File: config.mk
export PLATFORM = sky130hd
export DESIGN_NAME = key_debounce
export DESIGN_NICKNAME = d
export VERILOG_FILES = /design/src/rtl/key_debounce_pkg.sv /design/src/rtl/key_debounce_ch.sv /design/src/rtl/key_debounce.sv
export SDC_FILE = /design/constraint.sdc
export NUM_CORES = 1
export LEC_CHECK = 0
export CORE_AREA = 3 3 88 90
export CTS_CLUSTER_SIZE = 16
export DETAILED_ROUTE_END_ITERATION = 8
export DIE_AREA = 0 0 91 93
export PLACE_DENSITY_LB_ADDON = 0.1
export SYNTH_ARGS = -nofsm -noshare
export SYNTH_HDL_FRONTEND = slang
export SYNTH_SLANG_ARGS = --single-unit
File: constraint.sdc
create_clock -name clk -period 5.7 [get_ports clk]
set_input_delay 0.57 -clock clk [delete_from_list [all_inputs] [get_ports clk]]
set_output_delay 0.57 -clock clk [all_outputs]
set_load 0.005 [all_outputs]
File: src/rtl/key_debounce_pkg.sv
// Shared definitions for the pushbutton conditioning stage: channel state
// encodings and default timing for the 50 MHz board clock.
package key_debounce_pkg;

    typedef enum logic [1:0] {
        ST_UP     = 2'b00,
        ST_DEB_DN = 2'b01,
        ST_DOWN   = 2'b10,
        ST_DEB_UP = 2'b11
    } key_state_t;

    localparam int DEF_DEBOUNCE_CYCLES = 1000000;
    localparam int DEF_LONG_CYCLES     = 50000000;

    // The debounced level is a pure function of the state: high while the
    // press is accepted, including while a release is still being qualified.
    function automatic logic state_is_pressed(key_state_t s);
        return (s == ST_DOWN) || (s == ST_DEB_UP);
    endfunction

endpackage

File: src/rtl/key_debounce_ch.sv
// One pushbutton channel: two-flop synchroniser, stability-counter debounce FSM
// and press/release strobes. KEY_LONGPRESS_EN adds a one-shot long-press strobe.
module key_debounce_ch
    import key_debounce_pkg::*;
#(
    parameter int DEBOUNCE_CYCLES = DEF_DEBOUNCE_CYCLES,
    parameter int LONG_CYCLES     = DEF_LONG_CYCLES
) (
    input  logic clk,
    input  logic rst_n,
    input  logic key_n,
    output logic key_level,
    output logic key_press,
    output logic key_release,
    output logic key_long
);

    localparam int CNT_W = $clog2(DEBOUNCE_CYCLES);
    localparam logic [CNT_W-1:0] CNT_LAST = CNT_W'(DEBOUNCE_CYCLES - 1);

    if (DEBOUNCE_CYCLES < 2 || LONG_CYCLES < 2) begin : g_param_check
        $error("key_debounce_ch: DEBOUNCE_CYCLES and LONG_CYCLES must be >= 2");
    end

    logic [1:0]       sync_q;
    logic             sync;
    key_state_t       state_q, state_d;
    logic [CNT_W-1:0] cnt_q, cnt_d;
    logic             press_q, press_d;
    logic             release_q, release_d;

    // Synchroniser presets to "released" so reset never looks like a press.
    always_ff @(posedge clk or negedge rst_n) begin
        if (!rst_n) begin
            sync_q <= 2'b11;
        end else begin
            sync_q <= {sync_q[0], key_n};
        end
    end

    assign sync = ~sync_q[1];

    always_ff @(posedge clk or negedge rst_n) begin
        if (!rst_n) begin
            state_q   <= ST_UP;
            cnt_q     <= '0;
            press_q   <= 1'b0;
            release_q <= 1'b0;
        end else begin
            state_q   <= state_d;
            cnt_q     <= cnt_d;
            press_q   <= press_d;
            release_q <= release_d;
        end
    end

    always_comb begin
        state_d   = state_q;
        cnt_d     = cnt_q;
        press_d   = 1'b0;
        release_d = 1'b0;
        case (state_q)
            ST_UP: begin
                if (sync) begin
                    state_d = ST_DEB_DN;
                    cnt_d   = CNT_W'(1);
                end
            end
            ST_DEB_DN: begin
                if (!sync) begin
                    state_d = ST_UP;
                    cnt_d   = '0;
                end else if (cnt_q == CNT_LAST) begin
                    state_d = ST_DOWN;
                    cnt_d   = '0;
                    press_d = 1'b1;
                end else begin
                    cnt_d = cnt_q + CNT_W'(1);
                end
            end
            ST_DOWN: begin
                if (!sync) begin
                    state_d = ST_DEB_UP;
                    cnt_d   = CNT_W'(1);
                end
            end
            ST_DEB_UP: begin
                if (sync) begin
                    state_d = ST_DOWN;
                    cnt_d   = '0;
                end else if (cnt_q == CNT_LAST) begin
                    state_d   = ST_UP;
                    cnt_d     = '0;
                    release_d = 1'b1;
                end else begin
                    cnt_d = cnt_q + CNT_W'(1);
                end
            end
            default: begin
                state_d = ST_UP;
                cnt_d   = '0;
            end
        endcase
    end

    assign key_level   = state_is_pressed(state_q);
    assign key_press   = press_q;
    assign key_release = release_q;

`ifdef KEY_LONGPRESS_EN
    localparam int HOLD_W = $clog2(LONG_CYCLES);
    localparam logic [HOLD_W-1:0] HOLD_LAST = HOLD_W'(LONG_CYCLES - 1);
    localparam logic [HOLD_W-1:0] HOLD_ARM  = HOLD_W'(LONG_CYCLES - 2);

    logic [HOLD_W-1:0] hold_q, hold_d;
    logic              long_q, long_d;

    // Hold time counts from the accepted press; a release glitch that bounces
    // back to DOWN keeps counting, and saturation limits it to one strobe.
    always_comb begin
        hold_d = hold_q;
        long_d = 1'b0;
        if (press_d || state_d == ST_UP) begin
            hold_d = '0;
        end else if (state_is_pressed(state_q) && hold_q != HOLD_LAST) begin
            hold_d = hold_q + HOLD_W'(1);
            long_d = (hold_q == HOLD_ARM);
        end
    end

    always_ff @(posedge clk or negedge rst_n) begin
        if (!rst_n) begin
            hold_q <= '0;
            long_q <= 1'b0;
        end else begin
            hold_q <= hold_d;
            long_q <= long_d;
        end
    end

    assign key_long = long_q;
`else
    assign key_long = 1'b0;
`endif

endmodule

File: src/rtl/key_debounce.sv
// Debounce stage for the DE0-Nano KEY buttons: NUM_KEYS independent channels.
// Define KEY_LONGPRESS_EN to enable the per-key long-press strobe.
module key_debounce
    import key_debounce_pkg::*;
#(
    parameter int NUM_KEYS        = 2,
    parameter int DEBOUNCE_CYCLES = DEF_DEBOUNCE_CYCLES,
    parameter int LONG_CYCLES     = DEF_LONG_CYCLES
) (
    input  logic                clk,
    input  logic                rst_n,
    input  logic [NUM_KEYS-1:0] key_n,
    output logic [NUM_KEYS-1:0] key_level,
    output logic [NUM_KEYS-1:0] key_press,
    output logic [NUM_KEYS-1:0] key_release,
    output logic [NUM_KEYS-1:0] key_long
);

    for (genvar i = 0; i < NUM_KEYS; i++) begin : g_ch
        key_debounce_ch #(
            .DEBOUNCE_CYCLES(DEBOUNCE_CYCLES),
            .LONG_CYCLES    (LONG_CYCLES)
        ) u_ch (
            .clk        (clk),
            .rst_n      (rst_n),
            .key_n      (key_n[i]),
            .key_level  (key_level[i]),
            .key_press  (key_press[i]),
            .key_release(key_release[i]),
            .key_long   (key_long[i])
        );
    end

endmodule

==> flow_summary.yaml, run 1 <==
placement:
  dpl_cell_area_sq_um: 2860
  dp_slack_ns: 3.37
  gp_congestion: 0.779
  io_buffers: 9
  placed_cells: 378
  place_hpwl_mm: 3.54
power_and_ir_drop:
  clock_power_share_pct: 31.4
  p_per_area_nw_per_um2: 235
  swShare_pct: 26.3
  p_int_mw: 0.512
  p_leak_nw: 1.16
  power_mw: 0.695
  switching_power_mw: 0.183
  seqPwrFrac_pct: 60.1
  peakVddDrop_v: 0.000118
  power_frac_comb_pct: 8.5
layout:
  fin_nets: 292
  diodes: 0
  final_common_cell: "dfrtp_1"
  finalInstanceArea_sq_um: 2950
  fin_cells: 386
  multi_input_area_sq_um: 1310
  drive_gt1_share_pct: 7.67
  ff_latch_area_sq_um: 1310
  n_fill_cell: 729
  syn2layout_area_growth_pct: 6.31
  layout_common_cells: "dfrtp_1 (48), nand2_1 (36), a31oi_1 (27), a21oi_1 (20), nand3_1 (14)"
  utilization_pct: 41.3
logic_synthesis:
  ys_types: 46
  synth_seq_cells: 52
  synth_flop_cell: "dfrtp_1"
  ys.warnings.count: 0
  avgSynthCellArea_sq_um: 9.54
  synth_edf_count: 0
  yosysSeqAreaShare_pct: 47.1
  yosysTopAreaCell: "dfrtp_1"
  async_flop_share_pct: 100
  ys_top_cells_by_area: "dfrtp_1 (43%), a31oi_1 (6.1%), nand2_1 (4.9%), dfstp_2 (3.8%), a21oi_1 (3.6%)"
  synthCells: 291
  synth_top_area_share_pct: 43.3
  syn_area_sq_um: 2780
clocking:
  clkLatencyLatePin_ns: 0.30
  postCtsHoldBufs: 0
  cts_tree: "yes"
  cts_setup_buffers: 0
  clk_pin_slew_ns: 0.09
  clock-root-buffer: "clkbuf_8"
  clock-sinks: 52
  cts_max_level: 2
  clock_path_buffers: 2
  numCtsBuffers: 5
  cts.repair.resized: 0
sta:
  whs_ns: 0.361
  tightest_slew_ns: 1.15
  finalClockSkew_ns: 0.00646
  period_minus_slack_ns: 2.39
  setup_viol: 0
  fin_tns_setup_ns: 0
  finalMaxSlewViolations: 0
  layout_worst_path_cycle_share_pct: 41.9
  slew_headroom_pct: 23.1
  rsz0062_at_grt: "false"
  timing.fmax_ghz: 0.419
  hold_viol: 0
  timing.final.ws_setup_ns: 3.31
worst_setup_path:
  crit_fanout: 32
  criticalPathCategory: "flop to flop"
  crit_path_end_kind: "flop"
  startpoint_type: "flop"
  crit_chain: "ha_1 -> and3_4 -> nand3_2 -> o31a_1 -> a41oi_1 -> a31oi_1"
  cpMaxStageDelayCell: "o31a_1"
  max_stage_delay_ns: 0.91
  required_ns: 5.93
  cp_data_arrival_time_ns: 2.62
routing:
  drt_iter0_markers: 83
  wirelength_mm: 5.43
  routed_via_density: 5.38
  firstDrtPassIters: 4
  wl_per_cell_um: 14.1
  via_count: 2076
  postRouteAntennaNets: 0
  drc: 0
floorplanning:
  row_count: 31
  io_pins: 12
  core_region_area_sq_um: 7140
  start_util_pct: 38.9
  die_x_um: 91
  dieArea_sq_um: 8460
  die_h_um: 93
global_routing:
  grt_overflow: 0
  grt_usage_pct: 14.0
  grt_pass1_vias: 1988
  grt_max_degree: 53
  grt_pass1_wl_mm: 9.75
  antenna_found_initial: 0
run:
  maxCapViolations: 0
status:
  status: "finished, final reports clean"
worst_hold_path:
  min_path_type: "flop to flop"
[cell type report]
| class | instances | share of cell area (%) |
|---|---|---|
| Clock buffer | 8 | 3.05 |
| Sequential cell | 52 | 44.3 |
| Inverter | 5 | 0.636 |
| Multi-Input combinational cell | 211 | 44.4 |
| Timing Repair Buffer | 11 | 3.39 |
| Tap cell | 99 | 4.20 |
[cells in the mapped netlist (9+ instances only)]
master	instances
nand2_1	36
a41oi_1	10
nand2b_1	9
a31oi_1	27
a21oi_1	20
nor2_1	11
nand4_1	11
dfrtp_1	48
nand3_1	14
[per-layer routing]
metal | GRT usage (%) | vias to the layer above | share of wire [%]
met5 | 0 | - | 0
met3 | 2.65 | 5 | 2.1
li1 | - | 1056 | -
met1 | 19.1 | 991 | 49
met2 | 22.3 | 24 | 48
met4 | 5.03 | 0 | 0.88
[registers in the layout (all words and copies together) (netlist names), named ones only]
register,flops
g_ch.u_ch.key_press,2
g_ch.u_ch.state_q,2
g_ch.u_ch.key_release,2
g_ch.u_ch.cnt_q,40
g_ch.u_ch.sync_q,4
[power by group through the flow]
stage                     Combinational (mW)  Sequential (mW)  Clock, mW
after floorplan                       0.0451            0.417          0
after global placement                0.0588            0.424          0
after detailed placement              0.0596            0.423          0
after CTS                             0.0596            0.417      0.229
after global routing                  0.0681            0.422      0.244
final                                 0.0587            0.418      0.218
[path summary, 6_finish.rpt]
| path | startpoint | to | slack [ns] | depth (start not counted) |
|---|---|---|---|---|
| min in group asynchronous | rst_n | g_ch[1].u_ch.cnt_q[12] | 0.37 | 2 |
| min | g_ch[0].u_ch.sync_q[0] | g_ch[0].u_ch.sync_q[1] | 0.36 | 0 |
| max | g_ch[1].u_ch.cnt_q[0] | g_ch[1].u_ch.cnt_q[3] | 3.31 | 6 |
| max reg2reg | g_ch[1].u_ch.cnt_q[0] | g_ch[1].u_ch.cnt_q[3] | 3.31 | 6 |
| min reg2reg | g_ch[0].u_ch.sync_q[0] | g_ch[0].u_ch.sync_q[1] | 0.36 | 0 |
| max in group asynchronous | rst_n | g_ch[0].u_ch.cnt_q[0] | 4.87 | 2 |
[logic make-up after synthesis]
| kind of cell | count (synthesis) | share of synthesized area (%) |
|---|---|---|
| AOI/OAI and AO/OA | 72 | 17.1 |
| muxes | 9 | 3.29 |
| buffers and inverters | 29 | 5.82 |
| DFF | 52 | 47.1 |
| xor gates and xnor gates | 4 | 1.26 |
| other | 1 | 0.135 |
| adders and majority gates | 2 | 0.902 |
| and+or+nand+nor | 122 | 24.4 |
[critical path: cells and delay by family, from the launching register on]
kind	cells	cell delay [ns]
AO/OA/AOI/OAI	3	1.32
flip-flops	1	0.43
AND/OR/NAND/NOR	2	0.31
adder cells (fa/ha/maj)	1	0.25
Note: power is estimated with default switching activity, not from simulation.
==> run 2, diff against run 1 <==
- clock period: 5.7 -> 2.5 ns (I/O delays scaled with it)
==> run 2 against run 1 <==
- register-to-register slack worse by 3.0 ns
- first-iteration DRC count up 29%
- die area unchanged
- critical path type unchanged
- largest cell class unchanged
- sequential power up 130%
- non-clock buffer count up 2
- count of clock-buffer cells in the layout unchanged
- sequential cell count unchanged
- hold slack worse by 0.31 ns
- global-route usage up 0.29 points
==> flow_summary.yaml, run 2 (synthesis results as in run 1) <==
layout:
  ff_latch_area_sq_um: 1310
  fin_nets: 294
  multi_input_area_sq_um: 1310
  final_common_cell: "dfrtp_1"
  drive_gt1_share_pct: 8.30
  n_fill_cell: 708
  layout_common_cells: "dfrtp_1 (48), nand2_1 (36), a31oi_1 (27), a21oi_1 (20), nand3_1 (14)"
  syn2layout_area_growth_pct: 6.85
  largest_register_ffs: 40
  top_register: "g_ch.u_ch.cnt_q"
  utilization_pct: 41.5
  reg_top3: "g_ch.u_ch.cnt_q (40), g_ch.u_ch.sync_q (4)"
  diodes: 0
floorplanning:
  dieArea_sq_um: 8460
  start_util_pct: 38.9
  core_region_area_sq_um: 7140
  die_x_um: 91
  row_count: 31
  die_h_um: 93
  io_pins: 12
clocking:
  clkLatencyLatePin_ns: 0.31
  clock-root-buffer: "clkbuf_8"
  cts.repair.resized: 0
  numCtsBuffers: 5
  postCtsHoldBufs: 0
  clock-sinks: 52
  clk_pin_slew_ns: 0.09
  cts_max_level: 2
  cts_tree: "yes"
  clock_path_buffers: 2
  cts_setup_buffers: 0
routing:
  drc: 0
  wl_per_cell_um: 14.6
  wirelength_mm: 5.68
  postRouteAntennaNets: 0
  via_count: 2123
  firstDrtPassIters: 6
  drt_iter0_markers: 107
  routed_via_density: 5.47
global_routing:
  grt_overflow: 0
  grt_max_degree: 40
  grt_pass1_wl_mm: 9.85
  antenna_found_initial: 0
  grt_pass1_vias: 1969
  grt_usage_pct: 14.3
worst_hold_path:
  min_path_type: "primary input to async pin"
worst_setup_path:
  cp_data_arrival_time_ns: 2.37
  r2r_cells: 6
  required_ns: 2.73
  r2r_end: "g_ch[0].u_ch.cnt_q[15]"
  timing.rr.start: "g_ch[0].u_ch.cnt_q[0]"
  crit_fanout: 35
  startpoint_type: "flop"
  crit_path_end_kind: "flop"
  criticalPathCategory: "flop to flop"
  r2r_slack_ns: 0.36
run:
  maxCapViolations: 0
placement:
  gp_congestion: 0.748
  place_hpwl_mm: 3.70
  io_buffers: 9
sta:
  period_minus_slack_ns: 2.14
  tightest_slew_ns: 0.879
  hold_viol: 0
  slew_headroom_pct: 41.4
  layout_worst_path_cycle_share_pct: 85.7
  whs_ns: 0.0476
  fin_tns_setup_ns: 0
  finalClockSkew_ns: 0.00723
  timing.fmax_ghz: 0.467
  finalMaxSlewViolations: 0
  rsz0062_at_grt: "false"
  setup_viol: 0
status:
  status: "finished, final reports clean"
power_and_ir_drop:
  peakVddDrop_v: 0.000240
  p_leak_nw: 1.17
  p_per_area_nw_per_um2: 535
run 2: changes by cell type in the layout (fill, tap and decap cells not counted):
cell	delta
buf_4	+2
run 2: final cells by class:
| class | instances | share of cell area, % |
|---|---|---|
| Inverter | 5 | 0.633 |
| Sequential cell | 52 | 44.1 |
| Clock buffer | 8 | 3.04 |
| Tap cell | 99 | 4.18 |
| Multi-Input combinational cell | 211 | 44.2 |
| Timing Repair Buffer | 13 | 3.88 |
run 2: worst max path at each step:
stage	from	end	slack, ns	cells after the start
after floorplan	g_ch[1].u_ch.cnt_q[0]	g_ch[1].u_ch.cnt_q[18]	0.68	8
after global placement	g_ch[0].u_ch.cnt_q[0]	g_ch[0].u_ch.cnt_q[14]	0.41	6
after detailed placement	g_ch[0].u_ch.cnt_q[0]	g_ch[0].u_ch.cnt_q[19]	0.37	6
after CTS	g_ch[0].u_ch.cnt_q[0]	g_ch[0].u_ch.cnt_q[12]	0.36	6
after global routing	g_ch[0].u_ch.cnt_q[0]	g_ch[0].u_ch.cnt_q[14]	0.11	6
final	g_ch[0].u_ch.cnt_q[0]	g_ch[0].u_ch.cnt_q[15]	0.36	6
run 2: power by group:
part	switching [mW]	internal, mW	total [mW]
clock	0.275	0.227	0.501
sequential	0.0634	0.887	0.951
combinational	0.0811	0.0546	0.136
run 2: worst max-delay path: stages (launching register included):
cell	delay (ns)
dfrtp_1	0.43
ha_1	0.25
nand3_1	0.14
nor2_1	0.14
a21oi_4	0.71
a41oi_1	0.20
a31oi_1	0.19
run 2: per-layer routing:
metal	routed length, um	share of wire (%)	GRT usage [%]	vias up
met5	0	0	0	-
met4	66	1.2	4.40	0
met3	156	2.7	3.46	7
met2	2640	47	22.0	19
met1	2810	50	19.9	1027
li1	-	-	-	1070
run 2: stage by stage:
stage | setup WS, ns | std cells | power (mW) | instance area [sq um]
floorplan | 0.680 | 292 | 1.05 | 2780
global placement | 0.411 | 380 | 1.10 | 2880
detailed placement | 0.367 | 380 | 1.10 | 2880
CTS | 0.363 | 388 | 1.62 | 2970
global route | 0.105 | 388 | 1.69 | 2970
finish | 0.358 | 388 | 1.59 | 2970
==> run 3, diff against run 2 <==
- CORE_AREA: 3 3 88 90 -> 3 3 89 91
- DIE_AREA: 0 0 91 93 -> 0 0 92 94
- SYNTH_HIERARCHICAL: default -> 1
==> run 3 against run 2 <==
- wire length up 4.2%
- clock power up 21%
- sequential share of layout area down 1.7 points
- first-iteration DRC count up 17%
- count of clock-buffer cells in the layout down 3
- register-to-register slack worse by 0.09 ns
- sequential power up 8%
- setup slack worse by 0.088 ns
- critical endpoint is now g_ch[0].u_ch/cnt_q[19]
==> flow_summary.yaml, run 3 <==
routing:
  via_count: 2155
  drc: 0
  drt_iter0_markers: 125
  wirelength_mm: 5.91
  wl_per_cell_um: 14.9
  firstDrtPassIters: 4
  postRouteAntennaNets: 0
  routed_via_density: 5.41
sta:
  period_minus_slack_ns: 2.23
  tightest_slew_ns: 0.995
  whs_ns: 0.0507
  finalClockSkew_ns: 0.00655
  fin_tns_setup_ns: 0
  rsz0062_at_grt: "false"
  timing.fmax_ghz: 0.448
  finalMaxSlewViolations: 0
  setup_viol: 0
  slew_headroom_pct: 33.7
  hold_viol: 0
  layout_worst_path_cycle_share_pct: 89.2
logic_synthesis:
  synth_flop_cell: "dfrtp_1"
  avgSynthCellArea_sq_um: 9.69
  post-synth-top-count-cell: "dfrtp_1"
  ys_types: 41
  syn_nets: 298
  synthCells: 292
  synth_edf_count: 0
  synth_seq_cells: 52
  synth_top_area_share_pct: 42.4
  ys.warnings.count: 6
  ys_top_cells_by_area: "dfrtp_1 (42%), o21ai_0 (4.2%), dfstp_2 (3.7%), a21oi_1 (3.5%), nand3_1 (3.2%)"
  yosysSeqAreaShare_pct: 46.2
  ys_top_cells_by_count: "dfrtp_1 (48), o21ai_0 (24), nand2_1 (22)"
  syn_area_sq_um: 2830
  yosysTopAreaCell: "dfrtp_1"
  async_flop_share_pct: 100
layout:
  largest_register_ffs: 40
  fin_nets: 304
  reg_top3: "g_ch.u_ch/cnt_q (40), g_ch.u_ch/sync_q (4)"
  diodes: 0
  layout_common_cells: "dfrtp_1 (48), o21ai_0 (24), nand2_1 (22), a21oi_1 (20), nand3_1 (18)"
  syn2layout_area_growth_pct: 9.11
  final_common_cell: "dfrtp_1"
  drive_gt1_share_pct: 12.4
  top_register: "g_ch.u_ch/cnt_q"
global_routing:
  grt_overflow: 0
  grt_usage_pct: 15.2
  grt_max_degree: 40
  grt_pass1_wl_mm: 10.5
  antenna_found_initial: 0
  grt_pass1_vias: 2054
floorplanning:
  io_pins: 12
  row_count: 31
  dieArea_sq_um: 8650
  start_util_pct: 39.2
  die_x_um: 92
  core_region_area_sq_um: 7210
  die_h_um: 94
worst_setup_path:
  crit_fanout: 22
  cp_data_arrival_time_ns: 2.47
  cpMaxStageDelayCell: "a21oi_2"
  max_stage_delay_ns: 0.75
  required_ns: 2.74
  crit_path_end_kind: "flop"
  criticalPathCategory: "flop to flop"
  startpoint_type: "flop"
  crit_chain: "ha_1 -> nand4_4 -> nor4b_4 -> a21oi_2 -> a41oi_1 -> a31oi_1"
power_and_ir_drop:
  p_leak_nw: 1.30
  p_per_area_nw_per_um2: 780
  peakVddDrop_v: 0.000316
clocking:
  clkLatencyLatePin_ns: 0.31
  cts_tree: "yes"
  cts_max_level: 2
  clock-root-buffer: "clkbuf_8"
  cts_setup_buffers: 0
  clock-sinks: 52
  clock_path_buffers: 2
  numCtsBuffers: 5
  clk_pin_slew_ns: 0.10
worst_hold_path:
  min_path_type: "primary input to async pin"
placement:
  gp_congestion: 0.758
  io_buffers: 9
  place_hpwl_mm: 3.92
status:
  status: "finished, final reports clean"
run:
  maxCapViolations: 0
run 3: cell types whose count changed in the layout (fill, tap and decap cells not counted), sizes merged, moves of 7 or more:
cell	delta
a21o	+8
a31oi	-15
inv	+7
mux2i	-8
nand2	-14
and2	-8
o21ai	+23
run 3: what timing repair did:
action / in CTS / in global routing
endpoints found under the setup margin: 0 / 1
hold buffers: 0 / 0
hold endpoints to repair: 0 / 0
gates resized for setup: 0 / 1
run 3: worst max-delay path, delay by kind of cell (launching register included):
family                   cells  cell delay, ns
AO/OA/AOI/OAI                3            1.19
flip-flops                   1            0.43
adder cells (fa/ha/maj)      1            0.28
AND/OR/NAND/NOR              2            0.25
run 3: final cells by class:
class                   instances  area (sq um)
clock buffers                   5          68.8
clock inverters                 3          47.5
fillers                       745          4130
inverters                      12          45.0
multi-input cells             214          1380
flip-flops and latches         52          1310
well taps                      99           124
repair buffers                 13           115
run 3: logic make-up after synthesis:
family | Yosys count | share of synthesized area, %
compound gates | 84 | 18.7
xor+xnor | 10 | 3.09
fa+ha+maj | 2 | 0.884
buf+inv | 26 | 5.30
flops | 52 | 46.2
other cells | 2 | 0.265
simple gates | 116 | 25.6
run 3: stage by stage:
step	utilization (%)	cell area, sq um	total power [mW]	instances	setup slack [ns]
3_3_place_gp	41.1	2960	1.81	390	0.290
3_5_place_dp	41.1	2960	1.81	390	0.280
6_report	42.8	3090	2.41	398	0.270
4_1_cts	42.7	3080	2.43	398	0.250
2_1_floorplan	-	2830	1.67	292	0.720
5_1_grt	42.8	3090	2.60	398	0.0729
run 3: path summary, 6_finish.rpt:
check,slack [ns],end,startpoint,cells after the start
worst max-delay path,0.27,g_ch[0].u_ch/cnt_q[19],g_ch[0].u_ch/cnt_q[0],6
worst min-delay path,0.05,g_ch[1].u_ch/cnt_q[9],rst_n,1
worst max register to register,0.27,g_ch[0].u_ch/cnt_q[19],g_ch[0].u_ch/cnt_q[0],6
worst min register to register,0.36,g_ch[0].u_ch/sync_q[1],g_ch[0].u_ch/sync_q[0],0
max in group asynchronous,1.75,g_ch[0].u_ch/cnt_q[19],rst_n,2
min in group clk,0.34,g_ch[0].u_ch/sync_q[0],key_n[0],1
run 3: per-layer routing:
metal | routed length (um) | global-route usage, %
met3 | 246 | 3.45
met4 | 37 | 3.84
met2 | 2500 | 21.8
met5 | 0 | 0
met1 | 3130 | 23.0
run 3: power by group:
group | internal, mW | switching [mW]
combinational | 0.271 | 0.501
clock | 0.302 | 0.303
sequential | 0.918 | 0.114
